**src/rtl/noc_flit_rx_decoder.sv**
```systemverilog
// noc_flit_rx_decoder
// Receive side of the 608-bit LHS link (Cheetah -> FPGA). Accepts one flit per
// cycle, decodes the header and steers traffic:
//   - single-flit cache read requests  -> scheduler request slot (sc_req_*)
//   - multi-flit DMA write packets     -> DMA engine, one 512-bit beat per
//                                         payload flit with its own address
// Sequence numbers, head and tail placement are checked. A malformed packet
// is dropped through DRAIN, and an error pulse is raised for it.
//
// Ports
//   clk, rst                 clock, synchronous active-low reset
//   lhs_in_data/valid        inbound flit and its valid strobe
//   lhs_ready                flit consumed when lhs_in_valid & lhs_ready
//   sc_req_*                 scheduler read request (valid/ready + fields)
//   dma_wr_*                 DMA write beat (valid/ready + addr/data/ids/beat/last)
//   err_seq, err_unknown     one-cycle error pulses
//   err_count                saturating total error count
module noc_flit_rx_decoder #(
  parameter int LEN_ADDR         = 32,
  parameter int LEN_PROCESSOR_NO = 7,
  parameter int LEN_SLOT_ID      = 7,
  parameter int PACKT_LEN        = 13,
  parameter int LEN_DATA_LHS     = 608,
  parameter int LEN_DATA_RHS     = 512,
  parameter int ADDR_STRIDE      = 64,
  parameter logic [4:0] MSG_RD_REQ = 5'd1,
  parameter logic [4:0] MSG_DMA_WR = 5'd5
) (
  input  logic                        clk,
  input  logic                        rst,
  input  logic [LEN_DATA_LHS-1:0]     lhs_in_data,
  input  logic                        lhs_in_valid,
  output logic                        lhs_ready,
  output logic                        sc_req_valid,
  input  logic                        sc_req_ready,
  output logic [LEN_ADDR-1:0]         sc_req_addr,
  output logic [LEN_PROCESSOR_NO-1:0] sc_req_processor_id,
  output logic [LEN_SLOT_ID-1:0]      sc_req_slot_id,
  output logic                        dma_wr_valid,
  input  logic                        dma_wr_ready,
  output logic [LEN_ADDR-1:0]         dma_wr_addr,
  output logic [LEN_DATA_RHS-1:0]     dma_wr_data,
  output logic [LEN_PROCESSOR_NO-1:0] dma_wr_processor_id,
  output logic [LEN_SLOT_ID-1:0]      dma_wr_slot_id,
  output logic [PACKT_LEN-1:0]        dma_wr_beat,
  output logic                        dma_wr_last,
  output logic                        err_seq,
  output logic                        err_unknown,
  output logic [15:0]                 err_count
);

  typedef enum logic [1:0] {
    ST_IDLE    = 2'd0,
    ST_PAYLOAD = 2'd1,
    ST_DRAIN   = 2'd2
  } state_e;

  // Header field decode
  logic                        f_valid_s;
  logic                        f_tail_s;
  logic                        f_head_s;
  logic [LEN_PROCESSOR_NO-1:0] f_src_s;
  logic [4:0]                  f_msg_s;
  logic [LEN_SLOT_ID-1:0]      f_slot_s;
  logic [4:0]                  f_seq_s;
  logic [4:0]                  f_tx_s;
  logic [6:0]                  f_pkt_s;
  logic [LEN_ADDR-1:0]         f_addr_s;
  logic [LEN_DATA_RHS-1:0]     f_payload_s;
  logic                        unused_flit_bits_s;

  assign f_valid_s   = lhs_in_data[607];
  assign f_tail_s    = lhs_in_data[606];
  assign f_src_s     = lhs_in_data[584 +: LEN_PROCESSOR_NO];
  assign f_msg_s     = lhs_in_data[580:576];
  assign f_slot_s    = lhs_in_data[568 +: LEN_SLOT_ID];
  assign f_seq_s     = lhs_in_data[565:561];
  assign f_tx_s      = lhs_in_data[560:556];
  assign f_head_s    = lhs_in_data[555];
  assign f_pkt_s     = lhs_in_data[554:548];
  assign f_addr_s    = lhs_in_data[512 +: LEN_ADDR];
  assign f_payload_s = lhs_in_data[LEN_DATA_RHS-1:0];
  // Reserved header bits and the upper Dram_addr bits carry nothing for this block.
  assign unused_flit_bits_s = ^lhs_in_data;

  // State and slot registers
  state_e                      state_q, state_d;
  logic [PACKT_LEN-1:0]        beat_q, beat_d;
  logic [PACKT_LEN-1:0]        total_q, total_d;
  logic [LEN_ADDR-1:0]         base_q, base_d;
  logic [LEN_PROCESSOR_NO-1:0] pid_q, pid_d;
  logic [LEN_SLOT_ID-1:0]      slot_q, slot_d;

  logic                        sc_valid_q, sc_valid_d;
  logic [LEN_ADDR-1:0]         sc_addr_q, sc_addr_d;
  logic [LEN_PROCESSOR_NO-1:0] sc_pid_q, sc_pid_d;
  logic [LEN_SLOT_ID-1:0]      sc_slot_q, sc_slot_d;

  logic                        dma_valid_q, dma_valid_d;
  logic [LEN_ADDR-1:0]         dma_addr_q, dma_addr_d;
  logic [LEN_DATA_RHS-1:0]     dma_data_q, dma_data_d;
  logic [LEN_PROCESSOR_NO-1:0] dma_pid_q, dma_pid_d;
  logic [LEN_SLOT_ID-1:0]      dma_slot_q, dma_slot_d;
  logic [PACKT_LEN-1:0]        dma_beat_q, dma_beat_d;
  logic                        dma_last_q, dma_last_d;

  logic                        err_seq_q, err_seq_d;
  logic                        err_unk_q, err_unk_d;
  logic [15:0]                 err_cnt_q, err_cnt_d;

  logic                        accept_s;
  logic                        good_beat_s;
  logic [LEN_ADDR-1:0]         beat_offset_s;

  // A full slot whose consumer is not ready blocks the link; reset also blocks it.
  assign lhs_ready = rst & ~(sc_valid_q & ~sc_req_ready) & ~(dma_valid_q & ~dma_wr_ready);
  assign accept_s  = lhs_in_valid & lhs_ready;

  assign good_beat_s = ~f_head_s
                     & (f_seq_s == beat_q[4:0])
                     & (f_tail_s == (beat_q == (total_q - PACKT_LEN'(1))));

  // Address wraps modulo 2^LEN_ADDR.
  assign beat_offset_s = LEN_ADDR'(beat_q) * LEN_ADDR'(ADDR_STRIDE);

  // Next-state, slot loading and error decode for each accepted flit.
  always_comb begin
    state_d     = state_q;
    beat_d      = beat_q;
    total_d     = total_q;
    base_d      = base_q;
    pid_d       = pid_q;
    slot_d      = slot_q;
    sc_valid_d  = sc_valid_q & ~sc_req_ready;
    sc_addr_d   = sc_addr_q;
    sc_pid_d    = sc_pid_q;
    sc_slot_d   = sc_slot_q;
    dma_valid_d = dma_valid_q & ~dma_wr_ready;
    dma_addr_d  = dma_addr_q;
    dma_data_d  = dma_data_q;
    dma_pid_d   = dma_pid_q;
    dma_slot_d  = dma_slot_q;
    dma_beat_d  = dma_beat_q;
    dma_last_d  = dma_last_q;
    err_seq_d   = 1'b0;
    err_unk_d   = 1'b0;

    // Bubble flits (Valid bit clear) are consumed without any effect.
    if (accept_s && f_valid_s) begin
      case (state_q)
        ST_IDLE: begin
          if (f_head_s) begin
            if (f_msg_s == MSG_RD_REQ) begin
              if (f_tail_s) begin
                sc_valid_d = 1'b1;
                sc_addr_d  = f_addr_s;
                sc_pid_d   = f_src_s;
                sc_slot_d  = f_slot_s;
              end else begin
                err_seq_d = 1'b1;
                state_d   = ST_DRAIN;
              end
            end else if (f_msg_s == MSG_DMA_WR) begin
              if (!f_tail_s) begin
                base_d  = f_addr_s;
                pid_d   = f_src_s;
                slot_d  = f_slot_s;
                // PKT_Count*32 + TX_Count is the concatenation of the two fields.
                total_d = PACKT_LEN'({f_pkt_s, f_tx_s}) + PACKT_LEN'(1);
                beat_d  = '0;
                state_d = ST_PAYLOAD;
              end else begin
                err_seq_d = 1'b1;
              end
            end else begin
              err_unk_d = 1'b1;
              state_d   = f_tail_s ? ST_IDLE : ST_DRAIN;
            end
          end else begin
            err_seq_d = 1'b1;
            state_d   = f_tail_s ? ST_IDLE : ST_DRAIN;
          end
        end
        ST_PAYLOAD: begin
          if (good_beat_s) begin
            dma_valid_d = 1'b1;
            dma_addr_d  = base_q + beat_offset_s;
            dma_data_d  = f_payload_s;
            dma_pid_d   = pid_q;
            dma_slot_d  = slot_q;
            dma_beat_d  = beat_q;
            dma_last_d  = f_tail_s;
            beat_d      = beat_q + PACKT_LEN'(1);
            state_d     = f_tail_s ? ST_IDLE : ST_PAYLOAD;
          end else begin
            err_seq_d = 1'b1;
            state_d   = f_tail_s ? ST_IDLE : ST_DRAIN;
          end
        end
        ST_DRAIN: begin
          state_d = f_tail_s ? ST_IDLE : ST_DRAIN;
        end
        default: begin
          state_d = ST_IDLE;
        end
      endcase
    end else begin
      state_d = state_q;
    end

    if ((err_seq_d || err_unk_d) && (err_cnt_q != 16'hFFFF)) begin
      err_cnt_d = err_cnt_q + 16'd1;
    end else begin
      err_cnt_d = err_cnt_q;
    end
  end

  // State, slot and error registers with synchronous active-low reset.
  always_ff @(posedge clk) begin
    if (!rst) begin
      state_q     <= ST_IDLE;
      beat_q      <= '0;
      total_q     <= '0;
      base_q      <= '0;
      pid_q       <= '0;
      slot_q      <= '0;
      sc_valid_q  <= 1'b0;
      sc_addr_q   <= '0;
      sc_pid_q    <= '0;
      sc_slot_q   <= '0;
      dma_valid_q <= 1'b0;
      dma_addr_q  <= '0;
      dma_data_q  <= '0;
      dma_pid_q   <= '0;
      dma_slot_q  <= '0;
      dma_beat_q  <= '0;
      dma_last_q  <= 1'b0;
      err_seq_q   <= 1'b0;
      err_unk_q   <= 1'b0;
      err_cnt_q   <= 16'd0;
    end else begin
      state_q     <= state_d;
      beat_q      <= beat_d;
      total_q     <= total_d;
      base_q      <= base_d;
      pid_q       <= pid_d;
      slot_q      <= slot_d;
      sc_valid_q  <= sc_valid_d;
      sc_addr_q   <= sc_addr_d;
      sc_pid_q    <= sc_pid_d;
      sc_slot_q   <= sc_slot_d;
      dma_valid_q <= dma_valid_d;
      dma_addr_q  <= dma_addr_d;
      dma_data_q  <= dma_data_d;
      dma_pid_q   <= dma_pid_d;
      dma_slot_q  <= dma_slot_d;
      dma_beat_q  <= dma_beat_d;
      dma_last_q  <= dma_last_d;
      err_seq_q   <= err_seq_d;
      err_unk_q   <= err_unk_d;
      err_cnt_q   <= err_cnt_d;
    end
  end

  assign sc_req_valid        = sc_valid_q;
  assign sc_req_addr         = sc_addr_q;
  assign sc_req_processor_id = sc_pid_q;
  assign sc_req_slot_id      = sc_slot_q;
  assign dma_wr_valid        = dma_valid_q;
  assign dma_wr_addr         = dma_addr_q;
  assign dma_wr_data         = dma_data_q;
  assign dma_wr_processor_id = dma_pid_q;
  assign dma_wr_slot_id      = dma_slot_q;
  assign dma_wr_beat         = dma_beat_q;
  assign dma_wr_last         = dma_last_q;
  assign err_seq             = err_seq_q;
  assign err_unknown         = err_unk_q;
  assign err_count           = err_cnt_q;

endmodule

```
**config.mk**
```make
export PLATFORM = sky130hd
export DESIGN_NAME = noc_flit_rx_decoder
export DESIGN_NICKNAME = d
export VERILOG_FILES = /design/src/rtl/noc_flit_rx_decoder.sv
export SDC_FILE = /design/constraint.sdc
export NUM_CORES = 2
export LEC_CHECK = 0
export CORE_AREA = 2 2 483 485
export CTS_CLUSTER_DIAMETER = 40
export DETAILED_ROUTE_END_ITERATION = 6
export DIE_AREA = 0 0 485 487
export GPL_TIMING_DRIVEN = 0
export PLACE_DENSITY = 0.3
export SLEW_MARGIN = 20
export SYNTH_ARGS = -nofsm -noshare
export SYNTH_HDL_FRONTEND = slang
export SYNTH_SLANG_ARGS = --single-unit
export TNS_END_PERCENT = 30
```
**constraint.sdc**
```tcl
create_clock -name clk -period 4 [get_ports clk]
set_input_delay 1.2 -clock clk [delete_from_list [all_inputs] [get_ports clk]]
set_output_delay 1.2 -clock clk [all_outputs]
set_load 0.005 [all_outputs]
```
==> qor.txt <==
Pint = 18.32 mW
PnR Total Power = 23.69 mW
WL final = 197300 um
crit-path cells = clkbuf_1, nand4_1, or2_2, clkbuf_1, nor3_1, clkbuf_2, clkbuf_1, nand2_1, a21oi_1
Nets = 5400
worst min path class = reg2reg
Most common cell on crit path = clkbuf_1
Design Area, Final = 49300 sq um
minimum clock period = 3.818 ns
Remaining Overflow, GRT = 0
Max Cap Violations = 0
num rows = 177
full die area = 236200 sq um
Post-Synthesis Cell Area = 26190 sq um
syn_nets = 3977
Starting Density = 0.1132
ranking of synthesized cells by area = dfxtp_1, nand2_1, a21oi_1, clkbuf_1, xnor2_1
initial antenna violation count = 68
fill count = 25640
CTS tree = yes
Inst Count DP = 7619
synthesis warning total = 0
CTS root buffer = clkbuf_16
Final Max Slew Viols = 0
Reg power frac = 0.301
average cell area after synthesis = 7.826 sq um
Top delay family on crit path = buffers and inverters
Synth Register Bits = 712
leak pwr = 16.37 nW
met3 Usage GRT = 0.08385
detail-routed via count per cell = 3.652
drt first pass iters = 5
post-route insts no fill = 7988
Sum Neg Setup Slack = 0 ns
most common cell in the netlist = nand2_1
area grow syn2layout = 88.27%
CTS Hold Bufs = 0
Final period util = 0.9545
Util after Layout = 0.2130
critical setup path kind = in2reg
clock skew = 0.06795 ns
worst rel slew slack = 0.3978
GRT busiest layer = met2
WP buf/inv = 4
Setup violations, final = 0
met2 Resource Use GR = 0.2634
Synth top area share = 0.5443
maximum vdd drop = 0.3277 mV
CP startpoint kind = primary input
DIE WIDTH = 485 um
hold_ws = 0.4461 ns
HPWL after DPL = 163500 um
Clock Sinks = 712
pre-CTS setup slack = -2.272 ns
Area after DPL = 42370 sq um
sw frac = 0.2265
Ports = 1252
core region area = 231400 sq um
wire length of the first global-routing pass = 260500 um
vias in the first global route = 29790
register area share after synthesis = 0.5443
max incr delay on CP = 0.66 ns
top cells by count, synth = nand2_1, dfxtp_1, a21oi_1
WP data arrival = 4.51 ns
Power Density = 480.5 nW/um^2
Switch Pwr = 5.367 mW
fmax = 261.9 MHz
worst setup margin = 0.1819 ns
Main synth FF type = dfxtp_1
Reg clk slew, reported paths = 0.04 ns
ANT nets after route = 0
Slew @ Worst Pin = 0.9032 ns
I/O Buffers = 1225
routed via count = 29170
outcome = completed
RD Place Congestion = 0.8468
Die H = 487 um
CP Capture Type = flop
layout cells sized above 1 = 0.09215
total track usage = 0.1605
Worst path slowest cell = clkbuf_1
met1 Use GR = 0.1743
CTS buffer count = 188
RSZ-0062 raised after global routing = true
Synth area leader = dfxtp_1
Iteration-0 DRC Markers = 1276
H-tree depth = 4
post-synthesis async set-or-reset flop share = 0
final hold vios = 0
largest net degree at the start of global routing = 17
EDFF count, synth = 0
Post-Synthesis Cells = 3346
Cell variety after synth = 59
Clk pwr share = 0.660
Logic pwr share = 0.040
clk_lat worst skew = 0.80 ns
crit-path max FO = 10
wire length per cell = 24.69 um
residual DRC count = 0
critical path data required time = 4.69 ns
CTS max path bufs = 3
## worst paths after layout
path,startpoint,endpoint,slack [ns],cells past startpoint
hold / removal,dma_wr_data[172],dma_wr_data[172],0.45,2
setup / recovery,rst,pid_q[5],0.18,9
setup reg to reg,total_q[0],dma_wr_data[288],0.20,15
hold reg to reg,dma_wr_data[172],dma_wr_data[172],0.45,2
## tightest hold or removal path, cell delays in order, from the launching register on
cell,delay [ns]
dfxtp_1,0.30
nand2_1,0.05
a21oi_1,0.05
## flip-flops by register name, indices dropped and copies added (netlist names), 2 cells and up
| signal | count |
|---|---|
| total_q | 13 |
| dma_wr_processor_id | 7 |
| state_q | 2 |
| pid_q | 7 |
| beat_q | 13 |
| dma_wr_slot_id | 7 |
| dma_wr_addr | 32 |
| sc_req_addr | 32 |
| err_count | 16 |
| dma_wr_beat | 13 |
| slot_q | 7 |
| base_q | 32 |
| sc_req_slot_id | 7 |
| sc_req_processor_id | 7 |
| dma_wr_data | 512 |
## layout make-up
class	count	area (sq um)	area share
antenna	29	72.57	0.001472
clock inverter	80	1149	0.02330
sequential	712	14250	0.2891
buffer	239	1180	0.02393
tap	3043	3807	0.07723
timing repair buffer	1233	12390	0.2513
clock buffer	257	5376	0.1090
inverter	15	56.30	0.001142
multi-input combinational	2380	11020	0.2234
## cell families (layout without fill, tap and decap cells)
logic type | count (synthesis) | count (layout) | synth area share
compound gates | 767 | 767 | 0.1540
other cells | 0 | 29 | 0
mux | 9 | 9 | 0.003488
fa+ha+maj | 18 | 18 | 0.008887
flops | 712 | 712 | 0.5443
xor+xnor | 53 | 53 | 0.01773
buf+inv | 254 | 1824 | 0.03756
simple gates | 1533 | 1533 | 0.2340
## power groups by stage
stage                     clock network [mW]  registers [mW]  logic, mW
after detailed placement                   0            7.25      0.949
after global placement                     0            7.25      0.946
after floorplan                            0            7.25      0.135
after CTS                               16.0            7.13      0.957
after global routing                    16.4            7.12      0.989
final                                   15.6            7.13      0.936
## what timing repair did
action,in CTS,in global routing
resized for setup,100,82
pin swaps,1,2
setup buffers,1,2
hold endpoints to repair,0,0
setup endpoints to repair,567,493
## layout by cell type (no fill, tap or decap), types with 6 or more instances in the layout
master           Yosys  routed
nand2_1           1349    1346
clkdlybuf4s50_1      0    1225
dfxtp_1            712     712
a21oi_1            686     686
clkbuf_16            0     190
clkbuf_1           212     156
clkbuf_2             0      51
nor2_1              48      48
clkbuf_8             0      42
clkinv_2             0      40
xnor2_1             38      38
diode_2              0      29
buf_2               24      26
a211oi_1            21      21
bufinv_16            0      21
and3_1              20      20
nand3_1             19      19
o21ai_0             18      18
clkbuf_4             0      16
ha_1                17      16
inv_1               15      15
xor2_1              15      15
nand2b_1            13      13
or3_1               11      11
nor3_1              12      11
buf_4                0      11
nand4_1             10      10
nor2b_1              7       7
mux2i_1              8       7
and2_1               6       6
nor3b_1              6       6
o21a_1               6       6
or4_1                6       6
clkinv_16            0       6
## layer usage
layer / vias to the layer above / wire, um
met1: 13600 / 75030
met2: 1205 / 91530
met3: 355 / 22970
met4: 60 / 7351
met5: - / 377
li1: 13950 / -
Note: power is estimated with default switching activity, not from simulation.
